### src/rtl/box_plotter_param.sv
// Box plotter: loads X, then Y and colour, through key press/release handshakes, then streams
// a clipped BOX_W x BOX_H rectangle or a full-screen clear, one pixel per clock.
module box_plotter_param #(
    parameter int X_SCREEN_PIXELS = 160,
    parameter int Y_SCREEN_PIXELS = 120,
    parameter int X_BITS          = 8,
    parameter int Y_BITS          = 7,
    parameter int COLOUR_BITS     = 3,
    parameter int BOX_W           = 4,
    parameter int BOX_H           = 4
) (
    input  logic                   iClock,
    input  logic                   iResetn,
    input  logic                   iLoadX,
    input  logic                   iPlotBox,
    input  logic                   iBlack,
    input  logic [COLOUR_BITS-1:0] iColour,
    input  logic [X_BITS-1:0]      iXY_Coord,
    output logic [X_BITS-1:0]      oX,
    output logic [Y_BITS-1:0]      oY,
    output logic [COLOUR_BITS-1:0] oColour,
    output logic                   oPlot,
    output logic                   oBusy,
    output logic                   oDone
);

    // The counters are shared by box drawing and clearing, so they span the larger extent.
    localparam int CX_MAX = (BOX_W > X_SCREEN_PIXELS) ? BOX_W : X_SCREEN_PIXELS;
    localparam int CY_MAX = (BOX_H > Y_SCREEN_PIXELS) ? BOX_H : Y_SCREEN_PIXELS;
    localparam int CX_W   = (CX_MAX > 1) ? $clog2(CX_MAX) : 1;
    localparam int CY_W   = (CY_MAX > 1) ? $clog2(CY_MAX) : 1;
    localparam int SX_W   = ((X_BITS > CX_W) ? X_BITS : CX_W) + 1;
    localparam int SY_W   = ((Y_BITS > CY_W) ? Y_BITS : CY_W) + 1;

    typedef enum logic [2:0] {
        S_IDLE_X,
        S_LOAD_X_WAIT,
        S_IDLE_Y,
        S_LOAD_Y_WAIT,
        S_DRAW,
        S_CLEAR,
        S_DONE
    } state_t;

    state_t                 r_state;
    logic [X_BITS-1:0]      r_baseX;
    logic [Y_BITS-1:0]      r_baseY;
    logic [COLOUR_BITS-1:0] r_colour;
    logic [CX_W-1:0]        r_cx;
    logic [CY_W-1:0]        r_cy;

    logic [SX_W-1:0] w_sumX;
    logic [SY_W-1:0] w_sumY;
    logic            w_onScreen;
    logic [CX_W-1:0] w_lastCx;
    logic [CY_W-1:0] w_lastCy;
    logic            w_rowEnd;
    logic            w_frameEnd;

    // Sums are one bit wider than the coordinates so off-screen pixels cannot wrap back on.
    assign w_sumX     = SX_W'(r_baseX) + SX_W'(r_cx);
    assign w_sumY     = SY_W'(r_baseY) + SY_W'(r_cy);
    assign w_onScreen = (w_sumX < SX_W'(X_SCREEN_PIXELS)) && (w_sumY < SY_W'(Y_SCREEN_PIXELS));
    assign w_lastCx   = (r_state == S_CLEAR) ? CX_W'(X_SCREEN_PIXELS - 1) : CX_W'(BOX_W - 1);
    assign w_lastCy   = (r_state == S_CLEAR) ? CY_W'(Y_SCREEN_PIXELS - 1) : CY_W'(BOX_H - 1);
    assign w_rowEnd   = (r_cx == w_lastCx);
    assign w_frameEnd = w_rowEnd && (r_cy == w_lastCy);

    always_ff @(posedge iClock) begin
        if (!iResetn) begin
            r_state  <= S_IDLE_X;
            r_baseX  <= '0;
            r_baseY  <= '0;
            r_colour <= '0;
            r_cx     <= '0;
            r_cy     <= '0;
            oX       <= '0;
            oY       <= '0;
            oColour  <= '0;
            oPlot    <= 1'b0;
            oBusy    <= 1'b0;
            oDone    <= 1'b0;
        end else begin
            oPlot <= 1'b0;
            oBusy <= 1'b0;
            oDone <= 1'b0;
            case (r_state)
                S_IDLE_X: begin
                    if (iBlack) begin
                        r_cx    <= '0;
                        r_cy    <= '0;
                        r_state <= S_CLEAR;
                    end else if (iLoadX) begin
                        r_state <= S_LOAD_X_WAIT;
                    end
                end
                S_LOAD_X_WAIT: begin
                    if (iLoadX) r_baseX <= iXY_Coord;
                    else        r_state <= S_IDLE_Y;
                end
                S_IDLE_Y: begin
                    if (iBlack) begin
                        r_cx    <= '0;
                        r_cy    <= '0;
                        r_state <= S_CLEAR;
                    end else if (iPlotBox) begin
                        r_state <= S_LOAD_Y_WAIT;
                    end else if (iLoadX) begin
                        r_state <= S_LOAD_X_WAIT;
                    end
                end
                S_LOAD_Y_WAIT: begin
                    if (iPlotBox) begin
                        r_baseY  <= iXY_Coord[Y_BITS-1:0];
                        r_colour <= iColour;
                    end else begin
                        r_cx    <= '0;
                        r_cy    <= '0;
                        r_state <= S_DRAW;
                    end
                end
                S_DRAW, S_CLEAR: begin
                    // Clipped pixels still take their cycle, keeping the draw length fixed.
                    if (r_state == S_DRAW) begin
                        oX      <= w_sumX[X_BITS-1:0];
                        oY      <= w_sumY[Y_BITS-1:0];
                        oColour <= r_colour;
                        oPlot   <= w_onScreen;
                    end else begin
                        oX      <= X_BITS'(r_cx);
                        oY      <= Y_BITS'(r_cy);
                        oColour <= '0;
                        oPlot   <= 1'b1;
                    end
                    oBusy <= 1'b1;
                    if (w_rowEnd) begin
                        r_cx <= '0;
                        if (w_frameEnd) r_state <= S_DONE;
                        else            r_cy    <= r_cy + CY_W'(1);
                    end else begin
                        r_cx <= r_cx + CX_W'(1);
                    end
                end
                S_DONE: begin
                    oDone   <= 1'b1;
                    r_state <= S_IDLE_X;
                end
                default: r_state <= S_IDLE_X;
            endcase
        end
    end

endmodule
### config.mk
export PLATFORM = sky130hd
export DESIGN_NAME = box_plotter_param
export DESIGN_NICKNAME = d
export VERILOG_FILES = /design/src/rtl/box_plotter_param.sv
export SDC_FILE = /design/constraint.sdc
export NUM_CORES = 1
export LEC_CHECK = 0
export ABC_AREA = 1
export BUFFER_PORTS_ARGS = -buffer_cell sky130_fd_sc_hd__buf_2
export CELL_PAD_IN_SITES_DETAIL_PLACEMENT = 0
export CELL_PAD_IN_SITES_GLOBAL_PLACEMENT = 1
export CORE_MARGIN = 2
export CORE_UTILIZATION = 45
export CTS_BUF_LIST = sky130_fd_sc_hd__clkbuf_8 sky130_fd_sc_hd__clkbuf_16
export DETAILED_ROUTE_END_ITERATION = 12
export GPL_ROUTABILITY_DRIVEN = 1
export HOLD_SLACK_MARGIN = 0.12
export PLACE_DENSITY = 0.82
export SLEW_MARGIN = 30
export SYNTH_ARGS = -nofsm -noshare
export SYNTH_HDL_FRONTEND = slang
export SYNTH_SLANG_ARGS = --single-unit
### constraint.sdc
create_clock -name iClock -period 2.5 [get_ports iClock]
set_input_delay 0.25 -clock iClock [delete_from_list [all_inputs] [get_ports iClock]]
set_output_delay 0.25 -clock iClock [all_outputs]
set_load 0.005 [all_outputs]
==> flow_summary_export.csv, run 1 <==
group,metric,value,unit
synth,synthesis.yosys.warnings,0,
synth,synth-seq-area-share,35.6,%
synth,post_synth_and_or_nand_nor_area_fraction,32.0,%
route,vias_per_cell,4.96,
finish,n_diodes,0,
placed_design,place.port_buffers,36,
finish,post_layout_nonfiller_instances,600,
power_and_ir_drop,power_density,828,nW/µm²
synth,synth-seq-cells,57,
finish,seq_area,1140,µm²
setup_path,timing.critical_path.from,"r_cx[0]$_SDFFE_PN0P_",
finish,utilization_of_the_core_after_routing,54.5,%
synth,xor_xnor_share_of_the_synthesized_area,1.64,%
floorplanning,chipHeight,88.5,µm
setup_path,rr_endpoint,"oPlot$_SDFF_PN0_",
setup_path,cp_cell_sequence,"ha_1 -> inv_1 -> fa_1 -> inv_1 -> nand2_1 -> nand3_1 -> nand2_1 -> nand2_1 -> nand2_1 -> a21oi_1 -> nand2_1 -> a21oi_1",
grt,grt_overflow_total,0,
power_and_ir_drop,p_total,3.08,mW
floorplanning,rows,30,
clocking,post_cts_buffers,0,
timing,max_slew_margin,64.2,%
synth,synth_cell_types,37,
timing,fin_skew,0.0118,ns
job,cap_viol_max_count,0,
setup_path,crit_path_frequent_cell,"nand2_1",
power_and_ir_drop,irDropWorstVdd,340,µV
setup_path,timing.reg2reg.setup_slack,0.43,ns
clocking,tritoncts,"done",
route,drt-wirelength-per-cell,13.4,µm
timing,timing_max_transition_violations_final,0,
grt,grt_pass1_vias,2758,
clocking,clk_root_buffer_cell,"clkbuf_8",
synth,synth_area,3210,µm²
grt,grt_use_total,22.7,%
placed_design,globalplace.congestion,0.829,
clocking,htree_num_levels,3,
synth,synth_adder_area_share,7.88,%
setup_path,critical-path-max-stage-delay,0.44,ns
grt,grt_antenna_before_repair,0,
route,final_antenna_net_count,0,
route,detail_route.first_pass.iterations,5,
synth,synth_area_leader_cell,"dfxtp_1",
power_and_ir_drop,power.leakage,1.79,nW
grt,largest_net_degree_at_the_start_of_global_routing,35,
timing,period_minus_slack,2.07,ns
setup_path,regToRegStartpoint,"r_cx[0]$_SDFFE_PN0P_",
synth,synth-main-ff-cell,"dfxtp_1",
placed_design,dpl.cell_count,584,
floorplanning,design.die.area,7820,µm²
status,status,"finished clean",
clocking,cts_hold_buf,0,
finish,commonest_cells_after_routing_fill_and_taps_aside,"nand2_1 (100), nor2_1 (69), inv_1 (62)",
finish,fin_nets,534,
timing,setup-tns-final,0,ns
route,dr_total_vias,2978,
setup_path,path_max_fanout,6,
timing,max_freq,482,MHz
setup_path,critPathBufInv,2,
finish,multiInputGateArea,1770,µm²
setup_path,cpMaxStageDelayCell,"dfxtp_1",
synth,synthDominantCellAreaShare,35.6,%
clocking,cts-buffers-inserted,9,
synth,synth_edf_count,0,
setup_path,crit_required,2.77,ns
route,detailedRoute.firstIterationViolations,142,
setup_path,critical-path-top-delay-family,"adder cells",
finish,layout_commonest_cell,"nand2_1",
route,drc_violations_left,0,
timing,unrepaired_setup_endpoints_after_global_routing,"false",
clocking,clock_buffer_depth,2,
synth,syn_avg_cell_area,7.01,µm²
floorplanning,initial_core_util,47.0,%
finish,post_route_cells_drive_above_1_share,15.9,%
synth,synth-async-reset-ratio,0,%
floorplanning,core,6830,µm²
finish,syn_to_final_growth,16.1,%
floorplanning,num_io_pins,37,
synth,synthMuxAreaShare,0,%
floorplanning,fp.dieW,88.5,µm
setup_path,worst_reg_to_reg_cells,12,
timing,worst_pin_slew,0.536,ns
synth,mappedNetlistNets,493,
timing,timing.final.crit_share,82.9,%
setup_path,cp_data_arrival_time,2.34,ns
timing,hold_viol,0,
timing,report.final.setup_viol,0,
setup_path,cp_capture_point,"oPlot$_SDFF_PN0_",
worst_hold_path,holdCritPathClass,"input pin to flop",
setup_path,worstSetupPathDepth,12,
synth,synth-compound-area-share,13.6,%
finish,num-fill-cells,713,
synth,ys_top_cells_by_area,"dfxtp_1 (36%), nand2_1 (12%), nor2_1 (8.1%), inv_1 (7.3%), ha_1 (6.6%)",
clocking,numClockSinks,57,
setup_path,cp-start-kind,"flop",
placed_design,dp_hpwl,6220,µm
synth,dominant_combinational_cell_family_by_area_after_synthesis,"simple AND/OR/NAND/NOR gates",
clocking,postCtsResizedCells,0,
setup_path,timing.critical_path.to_type,"flop",
timing,setup_slack,0.427,ns
placed_design,post-place-ws,0.440,ns
synth,synthesis.instances,458,
route,finalWirelength,8050,µm
grt,grt_first_pass_wirelength,13500,µm
clocking,clkLatencyLatePin,0.34,ns
clocking,clkSlewWorstSetupHoldPaths,0.06,ns
setup_path,worstSetupPathType,"flop to flop",
area by class of cell:
type	count	area share, %
clock buffer	11	4.06
clock inverter	5	2.08
inverter	66	6.65
multi-input combinational	324	47.5
sequential	57	30.6
tap	96	3.22
timing repair buffer	41	5.84
synthesized netlist by cell type (all sizes together), types with 4 or more instances:
cell type / count
a221oi: 5
ha: 17
clkbuf: 8
nor2: 78
nand3: 23
o21ai: 32
dfxtp: 57
a21oi: 21
nand2: 104
nor3: 7
xor2: 4
inv: 66
o221ai: 4
nand4: 7
power by group:
group	switching, mW	leakage, nW	internal [mW]
Sequential	0.125	0.464	1.06
Clock	0.373	0.115	0.612
Combinational	0.580	1.21	0.334
registers in the layout (all words and copies together), names as in the netlist:
| signal | cells |
|---|---|
| r_baseX | 8 |
| r_cx | 8 |
| oDone | 1 |
| r_cy | 7 |
| r_colour | 3 |
| r_baseY | 7 |
| oY | 7 |
| oPlot | 1 |
| oX | 8 |
| oBusy | 1 |
| r_state | 3 |
| oColour | 3 |
tightest hold or removal path, stage by stage:
cell and delay [ns]:
buf_2 0.07, o21ai_0 0.07, nor2_1 0.07
kinds of logic after synthesis:
group | count (synthesis)
AOI/OAI and AO/OA | 74
and+or+nand+nor | 225
xor gates and xnor gates | 6
buffers and inverters | 77
adders and majority gates | 19
DFF | 57
stage by stage:
stage | hold WS (ns) | instance area (µm²)
2_1_floorplan | 0.398 | 3210
3_3_place_gp | 0.453 | 3500
3_5_place_dp | 0.455 | 3500
4_1_cts | 0.150 | 3720
5_1_grt | 0.173 | 3720
6_report | 0.164 | 3720
worst min-delay path by stage:
stage                                   startpoint                       end  slack (ns)  cells after the start
after floorplan                            iResetn        oX[1]$_SDFFE_PN0N_        0.40                      2
after global placement    r_colour[0]$_SDFFE_PN0P_   oColour[0]$_SDFFE_PN0N_        0.45                      2
after detailed placement  r_colour[1]$_SDFFE_PN0P_   oColour[1]$_SDFFE_PN0N_        0.45                      2
after CTS                               iColour[0]  r_colour[0]$_SDFFE_PN0P_        0.15                      3
after global routing                    iColour[0]  r_colour[0]$_SDFFE_PN0P_        0.17                      3
final                                   iColour[0]  r_colour[0]$_SDFFE_PN0P_        0.16                      3
metal layers:
layer / routed length, µm / vias up / part of all wire, % / global-route usage, %
met5: 0 / - / 0 / 0
met2: 3660 / 68 / 46 / 35.8
li1: - / 1573 / - / -
met4: 219 / 0 / 2.7 / 10.7
met1: 3840 / 1321 / 48 / 30.2
met3: 328 / 16 / 4.1 / 3.92
Power figures use the tool's default switching activity.
==> run 2, diff against run 1 <==
--- a/config.mk
+++ b/config.mk
@@ -10,12 +10,12 @@
 export CELL_PAD_IN_SITES_DETAIL_PLACEMENT = 0
 export CELL_PAD_IN_SITES_GLOBAL_PLACEMENT = 1
 export CORE_MARGIN = 2
-export CORE_UTILIZATION = 45
+export CORE_UTILIZATION = 38
 export CTS_BUF_LIST = sky130_fd_sc_hd__clkbuf_8 sky130_fd_sc_hd__clkbuf_16
 export DETAILED_ROUTE_END_ITERATION = 12
 export GPL_ROUTABILITY_DRIVEN = 1
 export HOLD_SLACK_MARGIN = 0.12
-export PLACE_DENSITY = 0.82
+export PLACE_DENSITY = 0.74
 export SLEW_MARGIN = 30
 export SYNTH_ARGS = -nofsm -noshare
 export SYNTH_HDL_FRONTEND = slang
==> constraint.sdc (replaced) <==
create_clock -name iClock -period 1.9 [get_ports iClock]
set_input_delay 0.19 -clock iClock [delete_from_list [all_inputs] [get_ports iClock]]
set_output_delay 0.19 -clock iClock [all_outputs]
set_load 0.005 [all_outputs]
==> flow_summary_export.csv, run 2 (synthesis gave the netlist of run 1 again) <==
group,metric,value,unit
clocking,clkSlewWorstSetupHoldPaths,0.07,ns
grt,grt_first_pass_wirelength,14000,µm
route,drc_violations_left,0,
timing,setup-tns-final,0,ns
finish,biggestRegsByFlops,"oX x8, r_baseX x8, r_cx x8",
clocking,clk_root_buffer_cell,"clkbuf_8",
grt,grt_pass1_vias,2846,
route,dr_total_vias,3049,
floorplanning,design.die.area,9200,µm²
floorplanning,rows,33,
finish,fin_nets,546,
timing,max_slew_margin,70.7,%
clocking,clock_buffer_depth,2,
route,detailedRoute.firstIterationViolations,115,
setup_path,path_max_fanout,3,
placed_design,place.port_buffers,36,
timing,timing.final.crit_share,90.0,%
placed_design,dp_hpwl,6530,µm
power_and_ir_drop,power.leakage,1.83,nW
clocking,cts-buffers-inserted,9,
route,detail_route.first_pass.iterations,4,
status,status,"finished clean",
floorplanning,initial_core_util,39.1,%
finish,commonest_cells_after_routing_fill_and_taps_aside,"nand2_1 (100), nor2_1 (68), inv_1 (65)",
clocking,numClockSinks,57,
timing,period_minus_slack,1.71,ns
grt,largest_net_degree_at_the_start_of_global_routing,35,
timing,fin_skew,0.00921,ns
floorplanning,num_io_pins,37,
route,final_antenna_net_count,0,
timing,timing_max_transition_violations_final,0,
job,cap_viol_max_count,0,
finish,layout_commonest_cell,"nand2_1",
finish,syn_to_final_growth,19.2,%
route,finalWirelength,8430,µm
clocking,tritoncts,"done",
timing,unrepaired_setup_endpoints_after_global_routing,"false",
timing,max_freq,585,MHz
route,vias_per_cell,4.91,
clocking,htree_num_levels,3,
setup_path,crit_required,2.17,ns
power_and_ir_drop,irDropWorstVdd,515,µV
timing,hold_viol,0,
setup_path,worstSetupPathType,"flop to flop",
setup_path,timing.critical_path.to_type,"flop",
clocking,clkLatencyLatePin,0.34,ns
worst_hold_path,holdCritPathClass,"input pin to flop",
grt,grt_overflow_total,0,
clocking,post_cts_buffers,0,
setup_path,cp-start-kind,"flop",
placed_design,globalplace.congestion,0.855,
floorplanning,chipHeight,95.9,µm
floorplanning,core,8220,µm²
finish,post_route_cells_drive_above_1_share,18.2,%
floorplanning,fp.dieW,95.9,µm
finish,n_diodes,0,
grt,grt_antenna_before_repair,0,
route,drt-wirelength-per-cell,13.6,µm
power_and_ir_drop,p_total,3.94,mW
power_and_ir_drop,power_density,1030,nW/µm²
setup_path,cp_data_arrival_time,1.98,ns
grt,grt_use_total,20.3,%
timing,report.final.setup_viol,0,
setup_path,timing.reg2reg.setup_slack,0.19,ns
timing,worst_pin_slew,0.439,ns
run 2: through the flow:
stage / hold slack (ns) / setup WS, ns / instance area (µm²) / instances / util [%]
after floorplan: 0.338 / 0.206 / 3210 / 458 / -
after global placement: 0.445 / 0.150 / 3570 / 601 / 43.4
after detailed placement: 0.455 / 0.0748 / 3570 / 601 / 43.4
after CTS: 0.124 / 0.0619 / 3800 / 621 / 46.2
after global routing: 0.164 / 0.0156 / 3830 / 621 / 46.6
final: 0.139 / 0.190 / 3830 / 621 / 46.6
run 2: path summary, 6_finish.rpt:
check,start,end,cells after the start
setup / recovery,r_cx[0]$_SDFFE_PN0P_,oPlot$_SDFF_PN0_,12
hold reg to reg,oColour[2]$_SDFFE_PN0N_,oColour[2]$_SDFFE_PN0N_,2
setup reg to reg,r_cx[0]$_SDFFE_PN0P_,oPlot$_SDFF_PN0_,12
hold / removal,iXY_Coord[5],r_baseX[5]$_SDFFE_PN0P_,3
run 2: routing by layer:
metal / share of wire [%] / global-route usage (%) / wire [µm] / vias up
met4: 1.6 / 7.62 / 138 / 0
met3: 3.1 / 4.31 / 258 / 12
met1: 49 / 26.4 / 4100 / 1372
met2: 47 / 33.1 / 3940 / 57
li1: - / - / - / 1608
met5: 0 / 0 / 0 / -
run 2: layout make-up:
cell class	instances	area, µm²
inverter	66	248
clock buffer	10	138
timing repair buffer	53	318
clock inverter	6	51.3
fill	850	4390
sequential	57	1140
multi-input combinational	324	1800
tap	105	131
run 2: worst max-delay path, cell delays in order (launching register included):
cell	delay, ns
dfxtp_2	0.34
ha_2	0.20
inv_1	0.06
fa_2	0.35
inv_1	0.08
nand2_1	0.07
nand3_1	0.07
nand2_1	0.06
nand2_1	0.08
nand2_1	0.07
a21oi_2	0.12
nand2_1	0.06
a21oi_1	0.11
run 2: what timing repair did:
action | 4_1_cts | 5_1_grt
resized for setup | 0 | 9
endpoints found under the hold margin | 4 | 0
hold buffers | 4 | 0
endpoints found under the setup margin | 0 | 8
run 2: where the power goes:
| part | internal [mW] | switching (mW) |
|---|---|---|
| Combinational | 0.489 | 0.792 |
| Sequential | 1.40 | 0.157 |
| Clock | 0.623 | 0.480 |
